[src/rtl/retire_trace_monitor.sv]
// Commit-trace monitor: classifies writeback retires, numbers them and queues them in a
// first-word-fall-through FIFO for the trace writer. Optional stall statistics: RETIRE_STALL_STATS_EN.
module retire_trace_monitor #(
  parameter int DW         = 16,
  parameter int AW         = 16,
  parameter int RW         = 4,
  parameter int CW         = 32,
  parameter int DEPTH      = 8,
  parameter int MAX_CYCLES = 100000
) (
  input  logic          clk,
  input  logic          rst_n,
  input  logic          ret_valid,
  input  logic [AW-1:0] ret_pc,
  input  logic          ret_regwrite,
  input  logic [RW-1:0] ret_reg,
  input  logic [DW-1:0] ret_wdata,
  input  logic          ret_memread,
  input  logic          ret_memwrite,
  input  logic [AW-1:0] ret_addr,
  input  logic [DW-1:0] ret_mdata,
  input  logic          ret_halt,
  output logic          rec_valid,
  input  logic          rec_ready,
  output logic [2:0]    rec_kind,
  output logic [CW-1:0] rec_inum,
  output logic [AW-1:0] rec_pc,
  output logic [RW-1:0] rec_reg,
  output logic [DW-1:0] rec_value,
  output logic [AW-1:0] rec_addr,
  output logic [CW-1:0] inst_count,
  output logic [CW-1:0] cycle_count,
  output logic          overflow,
  output logic          timeout,
  output logic          done
`ifdef RETIRE_STALL_STATS_EN
  ,
  output logic [CW-1:0] stall_cycles,
  output logic [CW-1:0] max_stall_run
`endif
);

  localparam int PW = $clog2(DEPTH);

  typedef enum logic [1:0] {ST_RUN, ST_DRAIN, ST_DONE} state_e;
  typedef enum logic [2:0] {K_NOP = 3'd0, K_REG = 3'd1, K_LD = 3'd2, K_ST = 3'd3, K_HALT = 3'd4} kind_e;

  typedef struct packed {
    kind_e         kind;
    logic [CW-1:0] inum;
    logic [AW-1:0] pc;
    logic [RW-1:0] rd;
    logic [DW-1:0] value;
    logic [AW-1:0] addr;
  } rec_t;

  state_e        state_q, state_d;
  logic [PW-1:0] wptr_q, wptr_d, rptr_q, rptr_d;
  logic [PW:0]   cnt_q, cnt_d;
  logic [CW-1:0] inst_q, inst_d, cycle_q, cycle_d, cycle_inc;
  logic          overflow_q, overflow_d, timeout_q, timeout_d;
  logic          full, pop, accept, push, drop;
  rec_t          rec_new, head;
  rec_t          mem_q [DEPTH];

  always_comb begin
    rec_new      = '0;
    rec_new.kind = K_NOP;
    rec_new.inum = inst_q;
    rec_new.pc   = ret_pc;
    if (ret_halt) begin
      rec_new.kind = K_HALT;
    end else if (ret_regwrite) begin
      rec_new.kind  = ret_memread ? K_LD : K_REG;
      rec_new.rd    = ret_reg;
      rec_new.value = ret_wdata;
      if (ret_memread) rec_new.addr = ret_addr;
    end else if (ret_memwrite) begin
      rec_new.kind  = K_ST;
      rec_new.value = ret_mdata;
      rec_new.addr  = ret_addr;
    end
  end

  // A full FIFO still takes the new record when the head leaves in the same cycle.
  assign full      = (cnt_q == (PW+1)'(DEPTH));
  assign rec_valid = (cnt_q != '0);
  assign pop       = rec_valid & rec_ready;
  assign accept    = (state_q == ST_RUN) & ret_valid;
  assign push      = accept & (~full | pop);
  assign drop      = accept & full & ~pop;
  assign cycle_inc = cycle_q + CW'(1);

  always_comb begin
    wptr_d     = push ? wptr_q + PW'(1) : wptr_q;
    rptr_d     = pop  ? rptr_q + PW'(1) : rptr_q;
    cnt_d      = cnt_q;
    if (push && !pop) cnt_d = cnt_q + (PW+1)'(1);
    if (pop && !push) cnt_d = cnt_q - (PW+1)'(1);
    state_d    = state_q;
    inst_d     = inst_q;
    cycle_d    = cycle_q;
    overflow_d = overflow_q | drop;
    timeout_d  = timeout_q;
    case (state_q)
      ST_RUN: begin
        cycle_d = cycle_inc;
        if (accept) inst_d = inst_q + CW'(1);
        if (accept && ret_halt) state_d = ST_DRAIN;
        if (cycle_inc == CW'(MAX_CYCLES - 1)) begin
          timeout_d = 1'b1;
          state_d   = ST_DRAIN;
        end
      end
      ST_DRAIN: begin
        cycle_d = cycle_inc;
        if (cnt_d == '0) state_d = ST_DONE;
      end
      ST_DONE: ;
      default: state_d = ST_RUN;
    endcase
  end

  always_ff @(posedge clk) begin
    if (!rst_n) begin
      state_q    <= ST_RUN;
      wptr_q     <= '0;
      rptr_q     <= '0;
      cnt_q      <= '0;
      inst_q     <= '0;
      cycle_q    <= '0;
      overflow_q <= 1'b0;
      timeout_q  <= 1'b0;
    end else begin
      state_q    <= state_d;
      wptr_q     <= wptr_d;
      rptr_q     <= rptr_d;
      cnt_q      <= cnt_d;
      inst_q     <= inst_d;
      cycle_q    <= cycle_d;
      overflow_q <= overflow_d;
      timeout_q  <= timeout_d;
    end
  end

  always_ff @(posedge clk) begin
    if (push) mem_q[wptr_q] <= rec_new;
  end

  assign head        = mem_q[rptr_q];
  assign rec_kind    = head.kind;
  assign rec_inum    = head.inum;
  assign rec_pc      = head.pc;
  assign rec_reg     = head.rd;
  assign rec_value   = head.value;
  assign rec_addr    = head.addr;
  assign inst_count  = inst_q;
  assign cycle_count = cycle_q;
  assign overflow    = overflow_q;
  assign timeout     = timeout_q;
  assign done        = (state_q == ST_DONE);

`ifdef RETIRE_STALL_STATS_EN
  logic [CW-1:0] stall_q, stall_d, run_q, run_d, max_q, max_d, run_ext;

  // The run is closed either by a retire or by the final RUN cycle, which still counts.
  always_comb begin
    stall_d = stall_q;
    run_d   = run_q;
    max_d   = max_q;
    run_ext = ret_valid ? run_q : run_q + CW'(1);
    if (state_q == ST_RUN) begin
      if (!ret_valid) stall_d = stall_q + CW'(1);
      run_d = ret_valid ? '0 : run_q + CW'(1);
      if ((ret_valid || state_d != ST_RUN) && run_ext > max_q) max_d = run_ext;
    end
  end

  always_ff @(posedge clk) begin
    if (!rst_n) begin
      stall_q <= '0;
      run_q   <= '0;
      max_q   <= '0;
    end else begin
      stall_q <= stall_d;
      run_q   <= run_d;
      max_q   <= max_d;
    end
  end

  assign stall_cycles  = stall_q;
  assign max_stall_run = max_q;
`endif

endmodule
[config.mk]
export PLATFORM = sky130hd
export DESIGN_NAME = retire_trace_monitor
export DESIGN_NICKNAME = d
export VERILOG_FILES = /design/src/rtl/retire_trace_monitor.sv
export SDC_FILE = /design/constraint.sdc
export NUM_CORES = 1
export LEC_CHECK = 0
export CELL_PAD_IN_SITES_DETAIL_PLACEMENT = 1
export CELL_PAD_IN_SITES_GLOBAL_PLACEMENT = 1
export CORE_MARGIN = 4
export CORE_UTILIZATION = 45
export CTS_BUF_LIST = sky130_fd_sc_hd__clkbuf_8
export CTS_CLUSTER_SIZE = 14
export DETAILED_ROUTE_END_ITERATION = 6
export PLACE_DENSITY_LB_ADDON = 0.3
export SETUP_SLACK_MARGIN = 0.02
export SLEW_MARGIN = 20
export SYNTH_ARGS = -nofsm -noshare
export SYNTH_HDL_FRONTEND = slang
export SYNTH_SLANG_ARGS = --single-unit
export TNS_END_PERCENT = 20
[constraint.sdc]
create_clock -name clk -period 27.3 [get_ports clk]
set_clock_uncertainty 0.1 [all_clocks]
set_input_delay 5.46 -clock clk [delete_from_list [all_inputs] [get_ports clk]]
set_output_delay 5.46 -clock clk [all_outputs]
set_load 0.02 [all_outputs]
# Word level (Yosys, flattened, before mapping)
# Memory sizes are Yosys's and may differ from the RTL's. A register that Yosys moved wholly into a read port is not among the register bits.
# Cells that the tools add are included.
# op_classes
n_addsub	6
eq_ne	6
n_mux	19
bitwise	10
n_reduce_logical	12
# op_table
op	n
$add A32 B1 Y32 const B	2
$mux W32	2
$mux W36	1
$eq A32 B17 Y1 const B	1
$mux W16	1
$mux W2	6
$mux W4	3
$mux W3	3
$add A3 B1 Y3 const B	2
$pmux W2 S3	1
$and A1 B1 Y1	5
$add A4 B1 Y4 const B	1
$eq A4 B4 Y1 const B	1
$logic_not A4 Y1	1
$reduce_and A2 Y1	2
$reduce_bool A4 Y1	1
$sub A4 B1 Y4 const B	1
$logic_and A1 B1 Y1	3
$ne A3 B1 Y1 const B	1
$not A1 Y1	3
$reduce_and A3 Y1	1
$eq A2 B1 Y1 const B	1
$eq A2 B2 Y1 const B	1
$logic_not A1 Y1	2
5 further kinds	7
# word_totals
regBits	78
mem_bits_rw	696
inputBits	76
out_inout_bits	155
elab_cells	62
mem_count	1
# mem_list
name	words	word_bits	rd	rd_ports_with_merged_regs	wr	line_no	text
mem_q	8	87	1	1	1	64	rec_t mem_q [DEPTH];

# Depth between registers and ports, before layout
# Gate-level depths: netlist (run 1).
# logic_depth
ltp_word	10
depth_mapped	10
mapped_depth_nobuf	8

# Worst setup path after synthesis (run 1)
# OpenSTA, ideal clock, no wires.
# synth_path
kind	input-to-reg
from	input port rec_ready
to	memory mem_q[0][0] (netlist name) (enable)
setup_time_ns	0.746
t_arrival_ns	14.440
required_ns	26.454
setup_slack_ns	12.014
path_stages	4
n_path_buf	1
cell_sequence	clkbuf_1 -> and4bb_2 -> nand2b_1 -> nor4_1
# synth_between
elab_chain_len	5
# synth_lines
item	line_no	text
from (decl)	24	input logic rec_ready,
$and A1 B1 Y1	88	assign pop = rec_valid & rec_ready;
$or A1 B1 Y1	90	assign push = accept & (~full | pop);
$and A1 B1 Y1	90	
$mux W1	147	if (push) mem_q[wptr_q] <= rec_new;
$mux W1 (implied by the code)	147	
to (decl)	64	
# No other way between the ends.

==> out/metrics.yaml, run 1 <==
status:
  status: "finished, final reports clean"
floorplan:
  dieArea_um2: 72800
  rows: 95
  die_x_um: 270
  start_util_pct: 45.7
  ios: 231
  coreArea_um2: 67500
  die_y_um: 270
synthesis:
  synth_seq_cells: 777
  synth_top_area_share_pct: 67.8
  synth_fp_nets: 1684
  yosysTopAreaCell: "edfxtp_1"
  ys.warnings.count: 0
  seq_area_frac_synth_pct: 73.1
  synth_edf_count: 696
  postSynthCellCount: 1600
  synth_area_leaders: "edfxtp_1 68%, mux4_2 13%, dfxtp_1 5.3%"
  ys_types: 63
  synthesis.area_um2: 30800
  avgSynthCellArea_um2: 19.3
  async_flop_share_pct: 0
  ys.flop_type: "edfxtp_1"
critical_path:
  crit_path_top_delay_cell: "dfxtp_4"
  worstPathArrival_ns: 3.93
  start_kind: "flip-flop"
  critPathCaptureType: "output pin"
  cpPeakStageDelay_ns: 1.01
  critPathKind: "reg -> out"
  worstPathCellList: "buf_4, mux4_2, mux2_2, clkdlybuf4s50_1"
  critPathRequiredTime_ns: 21.74
  worstPathMaxFanout: 67
grt:
  grt_max_degree: 115
  grt_pass1_wl_um: 108000
  gr-total-overflow: 0
  grt_usage_pct: 19.3
  antenna_found_initial: 2
  grt_pass1_vias: 17500
layout:
  syn_to_final_growth_pct: 18.6
  nFillCells: 6060
  seq_area_um2: 22500
  multiInputGateArea_um2: 7750
  final_common_cell: "edfxtp_1"
  drive_gt1_share_pct: 24.9
  nets: 1958
  final_cell_mix: "696 x edfxtp_1, 230 x clkdlybuf4s50_1, 174 x mux4_2, 128 x clkbuf_8, 87 x mux2_2"
timing:
  setup_violations: 0
  rsz0062_at_grt: "false"
  max_freq_ghz: 0.105
  period_minus_slack_ns: 9.49
  drv_slew: 0
  tns_ns: 0
  hold_viol: 0
  relSlewSlack_pct: 27.7
  fin_crit_sh_pct: 34.8
  tightest_slew_ns: 1.08
routing:
  vias_per_cell: 5.49
  wl_um: 70100
  vias: 15700
  first_pass_iters: 5
  drc_errors: 0
  wire_per_inst_um: 24.5
  drtIter0Drc: 996
  ant_nets: 0
clock_tree:
  clock_path_buffers: 3
  clkLatencyLatePin_ns: 0.71
  cts_buffers: 121
  clk_pin_slew_worst_paths_ns: 0.07
  root_buffer: "clkbuf_8"
  post_cts_resized: 0
  post_cts_buffers: 0
  cts_sinks: 777
  hold_buffers: 0
  h-tree-depth: 3
  cts_tree: "yes"
pwr:
  p_per_area_nw_per_um2: 87.9
  report.power.total_uw: 3210
  p_leak_uw: 0.0119
  peakVddDrop_mv: 0.0499
placed_design:
  dp_hpwl_um: 40900
  place.port_buffers: 230
  gp_congestion: 0.780
worst_hold_path:
  hp-class: "reg -> reg"
job:
  cap_violations: 0
[path summary, 6_finish.rpt]
path	cells after the start	slack (ns)	startpoint	end
setup / recovery	4	17.81	flip-flop	rec_inum[11]
hold / removal	2	0.38	timeout	timeout
setup reg to reg	6	23.39	state_q[1]	mem_q[4][37]
hold reg to reg	2	0.38	timeout	timeout
[registers in the layout (all words and copies together), names as in the netlist, named ones only]
register,cells
overflow,1
wptr_q,3
cnt_q,4
timeout,1
mem_q,696
inst_count,32
cycle_count,32
rptr_q,3
state_q,2
[kinds of logic after synthesis]
kind of cell / after synthesis / synth area share (%)
DFF: 777 / 73.1
xor gates and xnor gates: 70 / 1.99
AOI/OAI and AO/OA: 63 / 1.49
adders and majority gates: 8 / 0.325
and+or+nand+nor: 296 / 5.17
buffers and inverters: 122 / 1.98
muxes: 264 / 16.0
[Yosys cell counts (3+ instances only)]
| cell | n |
|---|---|
| mux2_2 | 87 |
| a21oi_1 | 13 |
| or3_1 | 6 |
| nor2_1 | 85 |
| mux2i_1 | 3 |
| buf_2 | 20 |
| xnor2_1 | 37 |
| xor2_1 | 33 |
| or3b_1 | 3 |
| and2_1 | 27 |
| nor2b_1 | 4 |
| and3_1 | 12 |
| o21ai_1 | 4 |
| ha_1 | 8 |
| edfxtp_1 | 696 |
| buf_1 | 5 |
| dfxtp_1 | 81 |
| a211o_1 | 4 |
| nand4_1 | 27 |
| mux4_2 | 174 |
| nand2_1 | 42 |
| nor4_1 | 7 |
| buf_4 | 32 |
| nand2b_1 | 5 |
| and4_1 | 4 |
| o21ai_0 | 7 |
| clkbuf_1 | 50 |
| inv_1 | 13 |
| nor3_1 | 21 |
| a22o_1 | 16 |
| nand3_1 | 33 |
[through the flow]
| step | cell area [um2] | hold slack (ns) | setup WS (ns) | utilization [%] | std cells |
|---|---|---|---|---|---|
| floorplan | 30800 | 0.354 | 12.01 | - | 1600 |
| global placement | 34000 | 0.367 | 18.13 | 50.3 | 2623 |
| detailed placement | 34000 | 0.371 | 18.12 | 50.3 | 2623 |
| CTS | 36500 | 0.376 | 17.61 | 54.1 | 2852 |
| global route | 36600 | 0.421 | 17.59 | 54.1 | 2854 |
| finish | 36600 | 0.383 | 17.81 | 54.1 | 2854 |
[critical path: cells and delay by family, from the launching register on]
family   cells  cell delay, ns
buf+inv      2            1.41
flops        1            1.01
mux          2            0.76
[area by class of cell]
| class | count | area share (%) |
|---|---|---|
| flip-flops and latches | 777 | 61.6 |
| multi-input cells | 701 | 21.2 |
| repair buffers | 259 | 6.98 |
| clock buffers | 128 | 4.82 |
| well taps | 873 | 2.99 |
| clock inverters | 101 | 2.22 |
| inverters | 14 | 0.144 |
| diodes | 1 | 0.00685 |
[where the power goes]
group	leakage (uW)	switching, uW	internal [uW]	total [uW]
clock network	0.00144	452	570	1020
registers	0.00723	44.2	1380	1420
logic	0.00322	377	395	772
total	0.0119	873	2340	3210
[per-layer routing]
layer / GRT usage, % / part of all wire [%] / routed length, um / vias to the layer above
met2: 33.0 / 51 / 35600 / 428
li1: - / - / - / 6991
met1: 25.3 / 41 / 29100 / 8178
met4: 5.24 / 1.7 / 1200 / 2
met3: 4.21 / 6.0 / 4180 / 83
met5: 0 / 0.019 / 13 / -
(Power assumes the default switching activity.)
==> run 2: changes to the inputs <==
==> constraint.sdc (replaced) <==
create_clock -name clk -period 8.2 [get_ports clk]
set_clock_uncertainty 0.1 [all_clocks]
set_input_delay 1.64 -clock clk [delete_from_list [all_inputs] [get_ports clk]]
set_output_delay 1.64 -clock clk [all_outputs]
set_load 0.02 [all_outputs]
==> run 2 against run 1 <==
  * First-iteration DRC count grew 17%
  * Worst setup slack lost 15 ns
  * Clock power grew to 3.2 times the previous value
  * Die area is the same
  * Sequential share of layout area grew 0.17 points
  * Utilization shrank 0.15 points
  * Sequential power grew to 3.3 times the previous value
  * Routed wire length grew 0.94%
  * Worst hold slack lost 0.0023 ns
  * Global-route usage grew 0.42 points
  * Register-to-register slack lost 19 ns
==> out/metrics.yaml, run 2 (synthesis gave the netlist of run 1 again) <==
status:
  status: "finished, final reports clean"  # unchanged
pwr:
  report.power.total_uw: 10500  # was 3210 uW
  p_leak_uw: 0.0118  # was 0.0119 uW
  peakVddDrop_mv: 0.188  # was 0.0499 mV
  combPwrFrac_pct: 24.3  # was 24.0%
  p_seq_share_pct: 45.0  # was 44.2%
  pwr-share-clk_pct: 30.7  # was 31.8%
  p_per_area_nw_per_um2: 289  # was 87.9 nW/um2
  switching_share_pct: 27.6  # was 27.2%
  intPower_uw: 7620  # was 2340 uW
  netSwitchingPower_uw: 2910  # was 873 uW
critical_path:
  worstPathArrival_ns: 3.91  # was 3.93 ns
  r2r_end: "mem_q[4][58]"  # was mem_q[4][37]
  r2r_start: "state_q[1]"  # unchanged
  reg2regPathDepth: 5  # was 6
  critPathKind: "reg -> out"  # unchanged
  start_kind: "flip-flop"  # unchanged
  worstPathMaxFanout: 104  # was 67
  critPathRequiredTime_ns: 6.46  # was 21.74 ns
  critPathCaptureType: "output pin"  # unchanged
  r2r_slack_ns: 4.35  # was 23.39 ns
layout:
  final_core_util_pct: 54.0  # was 54.1%
  nets: 1963  # was 1,958
  drive_gt1_share_pct: 24.3  # was 24.9%
  nFillCells: 6036  # was 6,060
  syn_to_final_growth_pct: 18.3  # was 18.6%
  largest_register: "mem_q"  # unchanged
  largest_reg_flops: 696  # unchanged
  design_area_um2: 36500  # was 36,600 um2
  final_common_cell: "edfxtp_1"  # unchanged
  final_cell_mix: "696 x edfxtp_1, 230 x clkdlybuf4s50_1, 174 x mux4_2, 144 x clkbuf_8, 87 x mux2_2"  # was 696 x edfxtp_1, 230 x clkdlybuf4s50_1, 174 x mux4_2, 128 x clkbuf_8, 87 x mux2_2
worst_hold_path:
  hp-class: "reg -> reg"  # unchanged
  hp-start: "timeout"  # unchanged
  whs_path_depth: 2  # unchanged
  holdPathEnd: "timeout"  # unchanged
clock_tree:
  clk_pin_slew_worst_paths_ns: 0.06  # was 0.07 ns
  cts_buffers: 130  # was 121
  clock_path_buffers: 3  # unchanged
  hold_buffers: 0  # unchanged
  cts_tree: "yes"  # unchanged
  clkLatencyLatePin_ns: 0.75  # was 0.71 ns
  cts_sinks: 777  # unchanged
  root_buffer: "clkbuf_8"  # unchanged
  post_cts_buffers: 0  # unchanged
  h-tree-depth: 4  # was 3
  post_cts_resized: 0  # unchanged
floorplan:
  die_y_um: 270  # unchanged
  die_x_um: 270  # unchanged
  start_util_pct: 45.7  # unchanged
  coreArea_um2: 67500  # unchanged
  ios: 231  # unchanged
  dieArea_um2: 72800  # unchanged
  rows: 95  # unchanged
routing:
  wl_um: 70700  # was 70,100 um
  ant_nets: 0  # unchanged
  wire_per_inst_um: 24.8  # was 24.5 um
  vias_per_cell: 5.55  # was 5.49
  drc_errors: 0  # unchanged
  first_pass_iters: 5  # unchanged
  vias: 15800  # was 15,700
  drtIter0Drc: 1170  # was 996
placed_design:
  dpl_cell_area_um2: 34000  # about the same
  dp_hpwl_um: 41300  # was 40,900 um
  gp_congestion: 0.784  # was 0.780
  place.port_buffers: 230  # unchanged
grt:
  grt_usage_pct: 19.7  # was 19.3%
  grt_pass1_wl_um: 110000  # was 108,000 um
  grt_pass1_vias: 17600  # was 17,500
  antenna_found_initial: 1  # was 2
  gr-total-overflow: 0  # unchanged
  grt_max_degree: 144  # was 115
timing:
  period_minus_slack_ns: 5.65
  relSlewSlack_pct: 24.8  # was 27.7%
  drv_slew: 0  # unchanged
  tightest_slew_ns: 1.13  # was 1.08 ns
  fin_crit_sh_pct: 68.9
  setup_violations: 0  # unchanged
  max_freq_ghz: 0.177
  rsz0062_at_grt: "false"  # unchanged
  hold_viol: 0  # unchanged
job:
  cap_violations: 0  # unchanged
[run 2: changes by cell type in the layout (fill, tap and decap cells not counted), moves of 2 or more]
cell | previous run | this run
clkinv_2 | 29 | 7
clkbuf_8 | 128 | 144
inv_1 | 41 | 56
bufinv_16 | 14 | 4
buf_4 | 27 | 19
clkinv_1 | 25 | 20
buf_12 | 1 | 5
inv_6 | 2 | 6
clkinvlp_4 | 1 | 4
inv_8 | 2 | 0
[run 2: worst max-delay path, cell delays in order, from the launching register on]
cell	delay (ns)
dfxtp_4	0.82
buf_12	0.64
mux4_2	0.63
mux2_2	0.33
clkdlybuf4s50_1	0.56
[run 2: cell type report]
| type | instances | area, um2 | area share, % |
|---|---|---|---|
| timing repair buffer | 255 | 2560 | 7.01 |
| antenna | 2 | 5.00 | 0.0137 |
| inverter | 14 | 52.6 | 0.144 |
| clock inverter | 84 | 474 | 1.30 |
| sequential | 777 | 22500 | 61.8 |
| tap | 873 | 1090 | 3.00 |
| clock buffer | 144 | 1980 | 5.44 |
| multi-input combinational | 701 | 7760 | 21.3 |
[run 2: per-layer routing]
layer,track usage (%),part of all wire [%],wire length [um]
met1,26.2,42,30000
met2,32.9,51,35900
met3,4.61,5.1,3590
met4,5.55,1.7,1240
met5,0,0,0
[run 2: how the worst max path moves through the flow]
stage,from,to,slack [ns]
after CTS,flip-flop,rec_inum[6],2.35
after global routing,flip-flop,rec_addr[13],2.20
after global placement,ret_valid,mem_q[5][42],2.71
after floorplan,ret_valid,mem_q[4][0],-0.98
after detailed placement,ret_valid,mem_q[4][42],2.95
final,flip-flop,rec_inum[6],2.55
[run 2: stage by stage]
stage,TNS (ns),instances,hold slack [ns],setup slack (ns)
after floorplan,-325.62,1600,0.354,-0.978
after global placement,0,2618,0.372,2.71
after detailed placement,0,2620,0.366,2.95
after CTS,0,2848,0.380,2.35
after global routing,0,2849,0.387,2.20
final,0,2850,0.381,2.55
[run 2: power by group through the flow]
stage / clock network (uW) / logic (uW) / registers, uW
after floorplan: 0 / 1710 / 4760
after detailed placement: 0 / 2610 / 4830
after global routing: 3530 / 2740 / 4770
after global placement: 0 / 2570 / 4800
after CTS: 3330 / 2620 / 4750
final: 3230 / 2560 / 4740
==> run 3: changes to the inputs <==
==> constraint.sdc (replaced) <==
create_clock -name clk -period 5.2 [get_ports clk]
set_clock_uncertainty 0.1 [all_clocks]
set_input_delay 1.04 -clock clk [delete_from_list [all_inputs] [get_ports clk]]
set_output_delay 1.04 -clock clk [all_outputs]
set_load 0.02 [all_outputs]
==> run 3 against run 2 <==
  * Sequential power is 57% higher
  * Final cell count up 0.14%
  * Utilization hardly changed
  * Sequential cell count stayed put
  * Power up 56%
  * Sequential share of layout area barely moved
  * Cell area about the same
  * Worst hold slack about the same
  * Critical path type unchanged
  * Critical endpoint is now rec_inum[12]
  * Largest cell class unchanged
==> out/metrics.yaml, run 3 (synthesis gave the netlist of run 1 again) <==
placed_design:
  dp_hpwl_um: 41300  # about the same
  gp_congestion: 0.777  # was 0.784
  place.port_buffers: 230  # unchanged
  place_ws_ns: 1.17  # was 2.95 ns
clock_tree:
  cts_tree: "yes"  # unchanged
  clkLatencyLatePin_ns: 0.73  # was 0.75 ns
  post_cts_resized: 0  # unchanged
  clock_path_buffers: 3  # unchanged
  hold_buffers: 0  # unchanged
  post_cts_buffers: 0  # unchanged
  h-tree-depth: 3  # was 4
  clk_pin_slew_worst_paths_ns: 0.06  # about the same
  cts_sinks: 777  # unchanged
  root_buffer: "clkbuf_8"  # unchanged
  cts_buffers: 121  # was 130
pwr:
  p_leak_uw: 0.0118  # about the same
  p_seq_share_pct: 45.4  # was 45.0%
  pwr-share-clk_pct: 29.4  # was 30.7%
  p_per_area_nw_per_um2: 450  # was 289 nW/um2
  switching_share_pct: 28.2  # was 27.6%
  netSwitchingPower_uw: 4620  # was 2910 uW
  report.power.total_uw: 16400  # was 10,500 uW
  combPwrFrac_pct: 25.2  # was 24.3%
  peakVddDrop_mv: 0.253  # was 0.188 mV
  intPower_uw: 11800  # was 7620 uW
job:
  cap_violations: 0  # unchanged
critical_path:
  critical_path_buf_inv_count: 2  # unchanged
  critPathCaptureType: "output pin"  # unchanged
  cpPeakStageDelay_ns: 0.74  # was 0.82 ns
  critPathRequiredTime_ns: 4.06  # was 6.46 ns
  worstPathCellList: "buf_4, mux4_2, mux2_2, clkdlybuf4s50_1"  # was buf_12, mux4_2, mux2_2, clkdlybuf4s50_1
  start_kind: "flip-flop"  # unchanged
  crit_path_top_delay_cell: "dfxtp_4"  # unchanged
  worstPathArrival_ns: 3.31  # was 3.91 ns
  critPathKind: "reg -> out"  # unchanged
  worstPathMaxFanout: 35  # was 104
  crit_family: "buffers and inverters"  # unchanged
floorplan:
  start_util_pct: 45.7  # unchanged
  ios: 231  # unchanged
  coreArea_um2: 67500  # unchanged
  die_x_um: 270  # unchanged
  dieArea_um2: 72800  # unchanged
  die_y_um: 270  # unchanged
  rows: 95  # unchanged
layout:
  syn_to_final_growth_pct: 18.3  # about the same
  final_core_util_pct: 54.0  # about the same
  nFillCells: 6106  # was 6,036
  largest_reg_flops: 696  # unchanged
  drive_gt1_share_pct: 24.2  # was 24.3%
  final_cell_mix: "696 x edfxtp_1, 230 x clkdlybuf4s50_1, 174 x mux4_2, 128 x clkbuf_8, 87 x mux2_2"  # was 696 x edfxtp_1, 230 x clkdlybuf4s50_1, 174 x mux4_2, 144 x clkbuf_8, 87 x mux2_2
  final_common_cell: "edfxtp_1"  # unchanged
  nets: 1960  # was 1,963
  largest_register: "mem_q"  # unchanged
timing:
  tightest_slew_ns: 0.863  # was 1.13 ns
  rsz0062_at_grt: "false"  # unchanged
  hold_viol: 0  # unchanged
  fin_crit_sh_pct: 85.6
  tns_ns: 0  # unchanged
  setup_violations: 0  # unchanged
  relSlewSlack_pct: 42.4  # was 24.8%
  max_freq_ghz: 0.225
  fin_ws_ns: 0.747  # was 2.55 ns
  drv_slew: 0  # unchanged
  period_minus_slack_ns: 4.45
grt:
  use_met3_pct: 3.93  # was 4.61%
  grtUsageMet2_pct: 32.7  # was 32.9%
  grt_max_degree: 88  # was 144
  grt_use_met1_pct: 26.3  # was 26.2%
  grt_pass1_wl_um: 109000  # was 110,000 um
  gr-total-overflow: 0  # unchanged
  grt_pass1_vias: 17500  # was 17,600
  antenna_found_initial: 2  # was 1
  grt_usage_pct: 19.5  # was 19.7%
  top_usage_layer: "met2"  # unchanged
routing:
  drc_errors: 0  # unchanged
  vias_per_cell: 5.58  # was 5.55
  vias: 15900  # was 15,800
  drtIter0Drc: 1210  # was 1,170
  wl_um: 70500  # was 70,700 um
  wire_per_inst_um: 24.7  # was 24.8 um
  first_pass_iters: 4  # was 5
  ant_nets: 0  # unchanged
status:
  status: "finished, final reports clean"  # unchanged
worst_hold_path:
  hp-class: "reg -> reg"  # unchanged
==> run 3: power by group through the flow <==
stage / registers [uW] / logic (uW) / clock network (uW)
finish: 7450 / 4130 / 4820
global route: 7490 / 4410 / 5310
global placement: 7550 / 4160 / 0
detailed placement: 7590 / 4190 / 0
floorplan: 7480 / 2710 / 0
CTS: 7460 / 4220 / 4980
==> run 3: worst paths after layout <==
kind,endpoint,slack (ns),cells past startpoint,startpoint
max,rec_inum[12],0.75,4,flip-flop
min,flip-flop,0.38,2,rptr_q[1]
max reg2reg,mem_q[4][47],2.00,5,state_q[1]
min reg2reg,flip-flop,0.38,2,rptr_q[1]
==> run 3: per-stage QoR <==
stage                     hold slack [ns]  instances  area, um2
final                               0.380       2854      36500
after global routing                0.426       2853      36500
after CTS                           0.386       2852      36500
after detailed placement            0.378       2626      34200
after global placement              0.355       2626      34200
after floorplan                     0.354       1600      30900
==> run 3: layer usage <==
metal | share of wire (%) | up-vias | wire length [um]
met1 | 42 | 8433 | 29900
met2 | 50 | 407 | 35500
met4 | 1.7 | 0 | 1220
met5 | 0 | - | 0
met3 | 5.6 | 91 | 3910
li1 | - | 6981 | -
==> run 3: layout make-up <==
type / count / area, um2 / share of cell area [%]
Antenna cell: 2 / 5.00 / 0.0137
Clock buffer: 128 / 1760 / 4.83
Clock inverter: 98 / 538 / 1.48
Inverter: 14 / 52.6 / 0.144
Multi-Input combinational cell: 701 / 7780 / 21.3
Sequential cell: 777 / 22500 / 61.8
Tap cell: 873 / 1090 / 3.00
Timing Repair Buffer: 261 / 2700 / 7.40
==> run 3: worst register-to-register path, stage by stage (launching register included) <==
cell	delay (ns)
dfxtp_1	0.58
or3b_1	0.66
nor2_1	0.39
nand2_1	0.32
nor3_4	0.25
buf_4	0.51
